File: config.mk
export PLATFORM = sky130hd
export DESIGN_NAME = uart_fifo_lvl
export DESIGN_NICKNAME = d
export VERILOG_FILES = /design/src/rtl/uart_fifo_pkg.sv /design/src/rtl/uart_fifo_mem.sv /design/src/rtl/uart_fifo_lvl.sv
export SDC_FILE = /design/constraint.sdc
export NUM_CORES = 1
export LEC_CHECK = 0
export ABC_CLOCK_PERIOD_IN_PS = 3400
export CELL_PAD_IN_SITES_DETAIL_PLACEMENT = 0
export CELL_PAD_IN_SITES_GLOBAL_PLACEMENT = 1
export CORE_UTILIZATION = 54
export DETAILED_ROUTE_END_ITERATION = 10
export DONT_BUFFER_PORTS = 1
export GPL_TIMING_DRIVEN = 0
export HOLD_SLACK_MARGIN = 0.06
export PLACE_DENSITY = 0.79
export SLEW_MARGIN = 20
export SYNTH_ARGS = -nofsm -noshare
export SYNTH_HDL_FRONTEND = slang
export SYNTH_HIERARCHICAL = 1
export SYNTH_SLANG_ARGS = --single-unit
File: constraint.sdc
create_clock -name clk -period 3.4 [get_ports clk]
set_input_delay 0.17 -clock clk [delete_from_list [all_inputs] [get_ports clk]]
set_output_delay 0.17 -clock clk [all_outputs]
set_load 0.01 [all_outputs]
File: src/rtl/uart_fifo_pkg.sv
// Shared defaults and width helpers for the parametrised UART byte FIFO.
package uart_fifo_pkg;

   localparam int DEF_DATA_SIZE = 8;
   localparam int DEF_DEPTH     = 16;
   localparam int DEF_AF_LEVEL  = 12;
   localparam int DEF_AE_LEVEL  = 2;

   // Ceiling log2; clog2(1) = 0.
   function automatic int clog2(input int value);
      int result;
      result = 0;
      for (int v = value - 1; v > 0; v = v >> 1) begin
         result = result + 1;
      end
      return result;
   endfunction

   localparam int ADDR_WIDTH = clog2(DEF_DEPTH);
   localparam int CNT_WIDTH  = clog2(DEF_DEPTH + 1);

endpackage

File: src/rtl/uart_fifo_mem.sv
// FIFO storage: one synchronous write port and an asynchronous read port.
module uart_fifo_mem #(
   parameter int DATA_SIZE = 8,
   parameter int DEPTH     = 16,
   parameter int AW        = 4
) (
   input  logic                 clk,
   input  logic                 we,
   input  logic [AW-1:0]        waddr,
   input  logic [DATA_SIZE-1:0] wdata,
   input  logic [AW-1:0]        raddr,
   output logic [DATA_SIZE-1:0] rdata
);

   logic [DATA_SIZE-1:0] r_mem [DEPTH];

   always_ff @(posedge clk) begin
      if (we) begin
         r_mem[waddr] <= wdata;
      end
   end

   assign rdata = r_mem[raddr];

endmodule

File: src/rtl/uart_fifo_lvl.sv
// Show-ahead UART FIFO with occupancy count, almost-full/empty levels and flush.
// Sticky overflow/underflow flags exist only when UART_FIFO_ERR_FLAGS_EN is defined.
module uart_fifo_lvl
   import uart_fifo_pkg::*;
#(
   parameter int DATA_SIZE = DEF_DATA_SIZE,
   parameter int DEPTH     = DEF_DEPTH,
   parameter int AF_LEVEL  = DEF_AF_LEVEL,
   parameter int AE_LEVEL  = DEF_AE_LEVEL
) (
   input  logic                        clk,
   input  logic                        reset,
   input  logic                        s_tick,
   input  logic                        flush,
   input  logic [DATA_SIZE-1:0]        w_data,
   input  logic                        wr,
   input  logic                        rd,
   output logic [DATA_SIZE-1:0]        r_data,
   output logic                        full,
   output logic                        empty,
   output logic                        almost_full,
   output logic                        almost_empty,
   output logic [clog2(DEPTH+1)-1:0]   count,
   output logic                        overflow,
   output logic                        underflow
);

   localparam int AW = clog2(DEPTH);
   localparam int CW = clog2(DEPTH + 1);

   logic [AW-1:0]        r_w_ptr;
   logic [AW-1:0]        r_r_ptr;
   logic [CW-1:0]        r_count;
   logic                 w_full;
   logic                 w_empty;
   logic                 w_do_wr;
   logic                 w_do_rd;
   logic [DATA_SIZE-1:0] w_rdata;

   // Explicit wrap at DEPTH-1 so non-power-of-two depths work.
   function automatic logic [AW-1:0] ptr_inc(input logic [AW-1:0] p);
      return (p == AW'(DEPTH - 1)) ? '0 : p + 1'b1;
   endfunction

   assign w_full  = (r_count == CW'(DEPTH));
   assign w_empty = (r_count == '0);

   // A write into a full FIFO is accepted only when a read frees the head slot.
   assign w_do_wr = s_tick & wr & (~w_full | rd);
   assign w_do_rd = s_tick & rd & ~w_empty;

   always_ff @(posedge clk) begin
      if (reset || flush) begin
         r_w_ptr <= '0;
         r_r_ptr <= '0;
         r_count <= '0;
      end else begin
         if (w_do_wr) begin
            r_w_ptr <= ptr_inc(r_w_ptr);
         end
         if (w_do_rd) begin
            r_r_ptr <= ptr_inc(r_r_ptr);
         end
         if (w_do_wr && !w_do_rd) begin
            r_count <= r_count + 1'b1;
         end else if (w_do_rd && !w_do_wr) begin
            r_count <= r_count - 1'b1;
         end
      end
   end

   uart_fifo_mem #(
      .DATA_SIZE (DATA_SIZE),
      .DEPTH     (DEPTH),
      .AW        (AW)
   ) u_mem (
      .clk   (clk),
      .we    (w_do_wr),
      .waddr (r_w_ptr),
      .wdata (w_data),
      .raddr (r_r_ptr),
      .rdata (w_rdata)
   );

   assign r_data       = w_empty ? '0 : w_rdata;
   assign full         = w_full;
   assign empty        = w_empty;
   assign almost_full  = (r_count >= CW'(AF_LEVEL));
   assign almost_empty = (r_count <= CW'(AE_LEVEL));
   assign count        = r_count;

`ifdef UART_FIFO_ERR_FLAGS_EN
   logic r_overflow;
   logic r_underflow;

   always_ff @(posedge clk) begin
      if (reset || flush) begin
         r_overflow  <= 1'b0;
         r_underflow <= 1'b0;
      end else begin
         if (s_tick && wr && w_full && !rd) begin
            r_overflow <= 1'b1;
         end
         if (s_tick && rd && w_empty && !wr) begin
            r_underflow <= 1'b1;
         end
      end
   end

   assign overflow  = r_overflow;
   assign underflow = r_underflow;
`else
   assign overflow  = 1'b0;
   assign underflow = 1'b0;
`endif

endmodule

-- After elaboration in Yosys (flattened, before gate mapping)
Memories as Yosys holds them, arrays and structs flattened. A register that Yosys moved wholly into a read port is not among the register bits.
Index checks and enable logic that the tools add are counted.
- output and inout bits: 19
- memory bits (writable): 128
- logic and storage cells: 36
- register bits: 13
- input port bits: 14
- memories kept: 1
- bitwise gates (word level): 7
- order comparisons: 2
- reduce and logical (&&, ||, !) cells: 7
- muxes and demuxes: 9
- add/subtract/negate cells: 4
- eq/ne operators: 3
- memories (memory ; depth ; width ; read ports ; clocked after Yosys merged registers in ; wr ports ; RTL line ; RTL):
    u_mem.r_mem ; 16 ; 8 ; 1 ; 1 ; 1 ; uart_fifo_mem.sv:15 ; logic [DATA_SIZE-1:0] r_mem [DEPTH];
- operators by type and width (cell ; count):
    two-way mux 4 bit ; 4
    two-way mux 5 bit ; 2
    adder 4 x 1 -> 4 bit, second input constant ; 2
    equality test 4 bit, second input constant ; 2
    two-way mux 8 bit ; 1
    adder 5 x 1 -> 5 bit, second input constant ; 1
    equality test 5 bit, second input constant ; 1
    >= comparator 5 x 4 -> 1 bit, second input constant ; 1
    less-or-equal comparator 5 x 2 -> 1 bit, second input constant ; 1
    logical NOT 5 bit ; 1
    subtractor 5 x 1 -> 5 bit, second input constant ; 1
    AND 1 bit ; 4
    logical AND 1 bit ; 2
    logical NOT 1 bit ; 2
    two-way mux 1 bit ; 2
    inverter 1 bit ; 2
    nonzero test 2 bit ; 1
    logical OR 1 bit ; 1
    OR 1 bit ; 1

-- Logic depth before layout (Yosys ltp)
- word-level depth: 8
- mapped depth: 10
- depth with buffers taken out: 9

-- Hierarchy
The synthesis kept the hierarchy.
- by module, submodules not included (module ; cells an instance ; area each (sq um) ; seq. area each (sq um) ; instances):
    uart_fifo_mem ; 221 ; 4987.3 ; 3843.7 ; 1
    uart_fifo_lvl ; 97 ; 833.3 ; 260.2 ; 1

-- Worst setup path before layout
OpenSTA, ideal clock, no wires.
- path type: register to register
- from: register r_count[0] (netlist: count[0])
- to: register r_count[3] (netlist: count[3])
- setup slack: 600 ps
- buffers on the path: 1
- cell stages (with the launch flop): 11
- data arrival time: 2678 ps
- data required time: 3278 ps
- cell sequence: dfxtp_1 or4_4 o311a_1 buf_6 ha_1 inv_1 ha_1 a21o_2 a21oi_1 nor4_1 a311o_1
- longest elaborated chain between the ends: 7
- ends and longest elaborated chain (element ; RTL line ; RTL):
    from (decl) ; uart_fifo_lvl.sv:33 ; logic [CW-1:0] r_count;
    from (signal assigned) ; uart_fifo_lvl.sv:65 ; r_count <= r_count + 1'b1;
    from (signal assigned) ; uart_fifo_lvl.sv:67 ; r_count <= r_count - 1'b1;
    equality test 5 bit (*) ; uart_fifo_lvl.sv:45 ; assign w_full = (r_count == CW'(DEPTH));
    inverter 1 bit (*) ; uart_fifo_lvl.sv:49 ; assign w_do_wr = s_tick & wr & (~w_full | rd);
    OR 1 bit (*) ; uart_fifo_lvl.sv:49 ;
    AND 1 bit (*) ; uart_fifo_lvl.sv:49 ;
    via w_do_wr ; uart_fifo_lvl.sv:36 ; logic w_do_wr;
    logical NOT 1 bit ; uart_fifo_lvl.sv:66 ; end else if (w_do_rd && !w_do_wr) begin
    logical AND 1 bit ; uart_fifo_lvl.sv:66 ;
    nonzero test 2 bit (no line) ; - ;
The timed path passes the listed nets; every way through them passes the cells marked *. The select of a mux whose other input is x is not followed.
A chain may end at the register's enable or synchronous reset.

-- Final worst setup path
- from: register r_count[0] (netlist: count[0])
- to: register r_count[4] (netlist: count[4])
- longest elaborated chain between the ends: 7
- ends and longest elaborated chain (element):
    branches (longest 7 deep; another with subtractor 5 x 1 -> 5 bit)
Parallel ways; which one is timed is not known. The select of a mux whose other input is x is not followed.

==> impl_results.md <==
* Int Pwr at between 3000 and 4000 uW
* Comb power frac at 0.043
* Synth top area share at 0.660
* Final GP Congestion at between 0.7 and 0.8
* CTS tree: built
* Dpl hpwl at just over 7000 um
* Clock Sinks at approximately 140
* DIE WIDTH at ~110 um
* H-Tree Depth at 4
* Vias/cell at between 6 and 7
* EDFF count, synth at ~130
* Tcrit/Tclk final at 0.899
* Via count at ~3100
* Largest net degree at the start of global routing at 17
* Top-count cell post-synth: edfxtp_1
* Mapped Cells at between 300 and 400
* Busiest metal layer after global routing: met2
* Drt initial violations at around 250
* Initial antenna violation count at 4
* Drt wl/cell at ~23 um
* Met2 GRT Util at 0.337
* Register bit count reported by yosys at around 140
* Non-Filler Instances at approximately 500
* Die height at about 110 um
* Seq/Total Area, Yosys at 0.705
* Sw Share at 0.210
* Final setup fails at 0
* CTS hold repair buffers at 13
* Critical setup path kind: reg2reg
* Hold WS at between 70 and 80 ps
* Leak at 0.00221 uW
* CP dominant cell by count: ha_1
* Maxcap violations at 0
* Port Buffers at 0
* Row count at 37
* Part of the power in registers at 0.477
* First-pass GRT wire length at about 18000 um
* Crit path max-delay family: compound AO/OA/AOI/OAI gates
* Vias in the first global route at between 2000 and 3000
* Top fanout value on the critical path at 6
* Clk slew on worst S/H paths at 60 ps
* Synth top area cells: edfxtp_1 66%, mux4_2 7.0%, mux4_1 6.3%, dfxtp_1 4.5%, a22oi_1 2.1%
* Placed cell count at between 400 and 500
* Async set-or-reset flop fraction in the synthesized netlist at 0
* DRT antenna net count at 0
* # resized after CTS at 0
* CP Capture Type: flip-flop
* Starting Density at 0.561
* Crit path launch type: flip-flop
* Tightest Pin Transition at just over 1000 ps
* Root buf cell: clkbuf_8
* Met1 Usage GRT at 0.333
* WP buf/inv at 1
* Clock Tree Buf Depth at 2
* Crit-path max cell delay at around 600 ps
* CP max stage cell: or4_4
* Fmax at ~330 MHz
* RSZ-0062 raised after global routing: no
* Prevailing post-synth register cell: edfxtp_1
* Worst skew pair latency at approximately 520 ps
* Net count, final at about 370
* CP startpoint: count[0]
* Post-route DRC at 0
* Clock power share at 0.480
* Post-synthesis average cell area at approximately 18 um^2
* Critical Path RT at roughly 3900 ps
* Ys Warns at 6
* R2R Path Start: count[0]
* Max-slew headroom at the worst pin at 0.320
* Mapped cell area at between 5000 and 6000 um^2
* Final Power at 4010 uW
* Syn-to-layout area delta at 16.5%
* Post-Route WL at approximately 12000 um
* Drt first pass iters at 5
* Switch Pwr at about 840 uW
* Final min period at slightly above 3000 ps
* Outcome: finished, final reports clean
* Post-CTS setup buffers at 0
* Yosys cell types at 47
* Final setup TNS at 0 ps
* Critical path arrival at 3530 ps
* Fin. Hold Viols at 0
* Final number of max-transition violations at 0
* Post-synth top cells: 128 x edfxtp_1, 27 x nor2_1, 18 x mux4_2
* Clock skew at around 6.3 ps
* Synth area leader: edfxtp_1
* Hold crit path type: in2reg
* Core Region at between 10000 and 15000 um^2
* Worst-path cell chain: or4_4, o211ai_1, ha_1, inv_1, ha_1, a21oi_1, a211o_1, a211oi_1, a31o_2
* Critical hold path startpoint: flush
* Gr ovfl total at 0
* Max VDD drop at 0.435 mV
* Power Dens Cells at a little under 600 nW/um^2
* # IOs at 33
* GRT Total Usage at 0.231
* Share of cells above drive strength 1 at 0.212
* Die footprint at around 11000 um^2
* Num CTS Buffers at 17
* GR Util met3 at 0.0693
-- state kept, by name (all words and copies together), names as in the netlist --
signal	flops
r_w_ptr	4
count	5
r_r_ptr	4
u_mem/r_mem	128
-- worst paths after layout --
kind | to | slack [ps] | cells after the start
worst max-delay path | count[4] | 340 | 9
worst min-delay path | r_w_ptr[2] | 80 | 3
worst max register to register | count[4] | 340 | 9
worst min register to register | r_r_ptr[0] | 540 | 2
-- power by group through the flow --
stage / combinational, uW / sequential (uW) / clock (uW)
4_1_cts: 173 / 1910 / 1950
6_report: 172 / 1910 / 1930
5_1_grt: 188 / 1910 / 2020
3_3_place_gp: 136 / 1950 / 0
2_1_floorplan: 110 / 1950 / 0
3_5_place_dp: 138 / 1950 / 0
-- worst min-delay path: cells and delay by family --
family             cells  cell delay (ps)
and+or+nand+nor        1              130
AOI/OAI and AO/OA      2              250
-- placed cells by master (no fill, tap or decap), types with 2 or more instances in the layout --
cell type and instances:
clkbuf_1 2, xor2_1 2, nand2b_1 2, a22oi_1 16
a31o_2 3, nand3b_1 2, ha_1 6, nor2_1 27
nor3_2 4, clkdlybuf4s25_2 3, nand3_1 5, nor2b_1 9
mux2i_1 3, inv_6 5, edfxtp_1 128, buf_4 4
clkbuf_16 16, buf_2 3, dlygate4sd3_1 13, bufinv_16 4
conb_1 2, mux4_2 18, mux4_1 14, diode_2 2
clkinvlp_4 2, inv_1 3, a21oi_1 7, nand2_1 16
clkinv_4 2, dfxtp_1 13, buf_6 4
-- area by class of cell --
cell class	count	area (um^2)
Antenna cell	2	5.00
Buffer	15	120
Clock buffer	17	414
Clock inverter	14	208
Fill cell	722	3590
Inverter	3	11.3
Multi-Input combinational cell	160	1610
Sequential cell	141	4100
Tap cell	136	170
Timing Repair Buffer	14	138
-- logic make-up (layout without fill, tap and decap cells) --
group,Yosys count,after routing,synth area share
fa+ha+maj,7,7,0.0163
simple gates,73,73,0.0604
flops,141,141,0.705
mux,35,35,0.138
xor+xnor,3,3,0.00452
compound gates,40,40,0.0525
other cells,1,4,0.000644
buf+inv,18,63,0.0226
-- per-stage QoR --
step,worst slack [ps],util,instance area (um^2)
after floorplan,600,-,5820
after global placement,334,0.578,5990
after detailed placement,387,0.581,6020
after CTS,344,0.653,6770
after global routing,63.3,0.653,6780
final,345,0.654,6780
-- routing by layer --
layer,up-vias,part of all wire
li1,1365,-
met1,1557,0.44
met2,129,0.46
met3,18,0.082
met4,4,0.016
met5,-,0.0022
No activity file was read; power rests on OpenSTA's default activity.
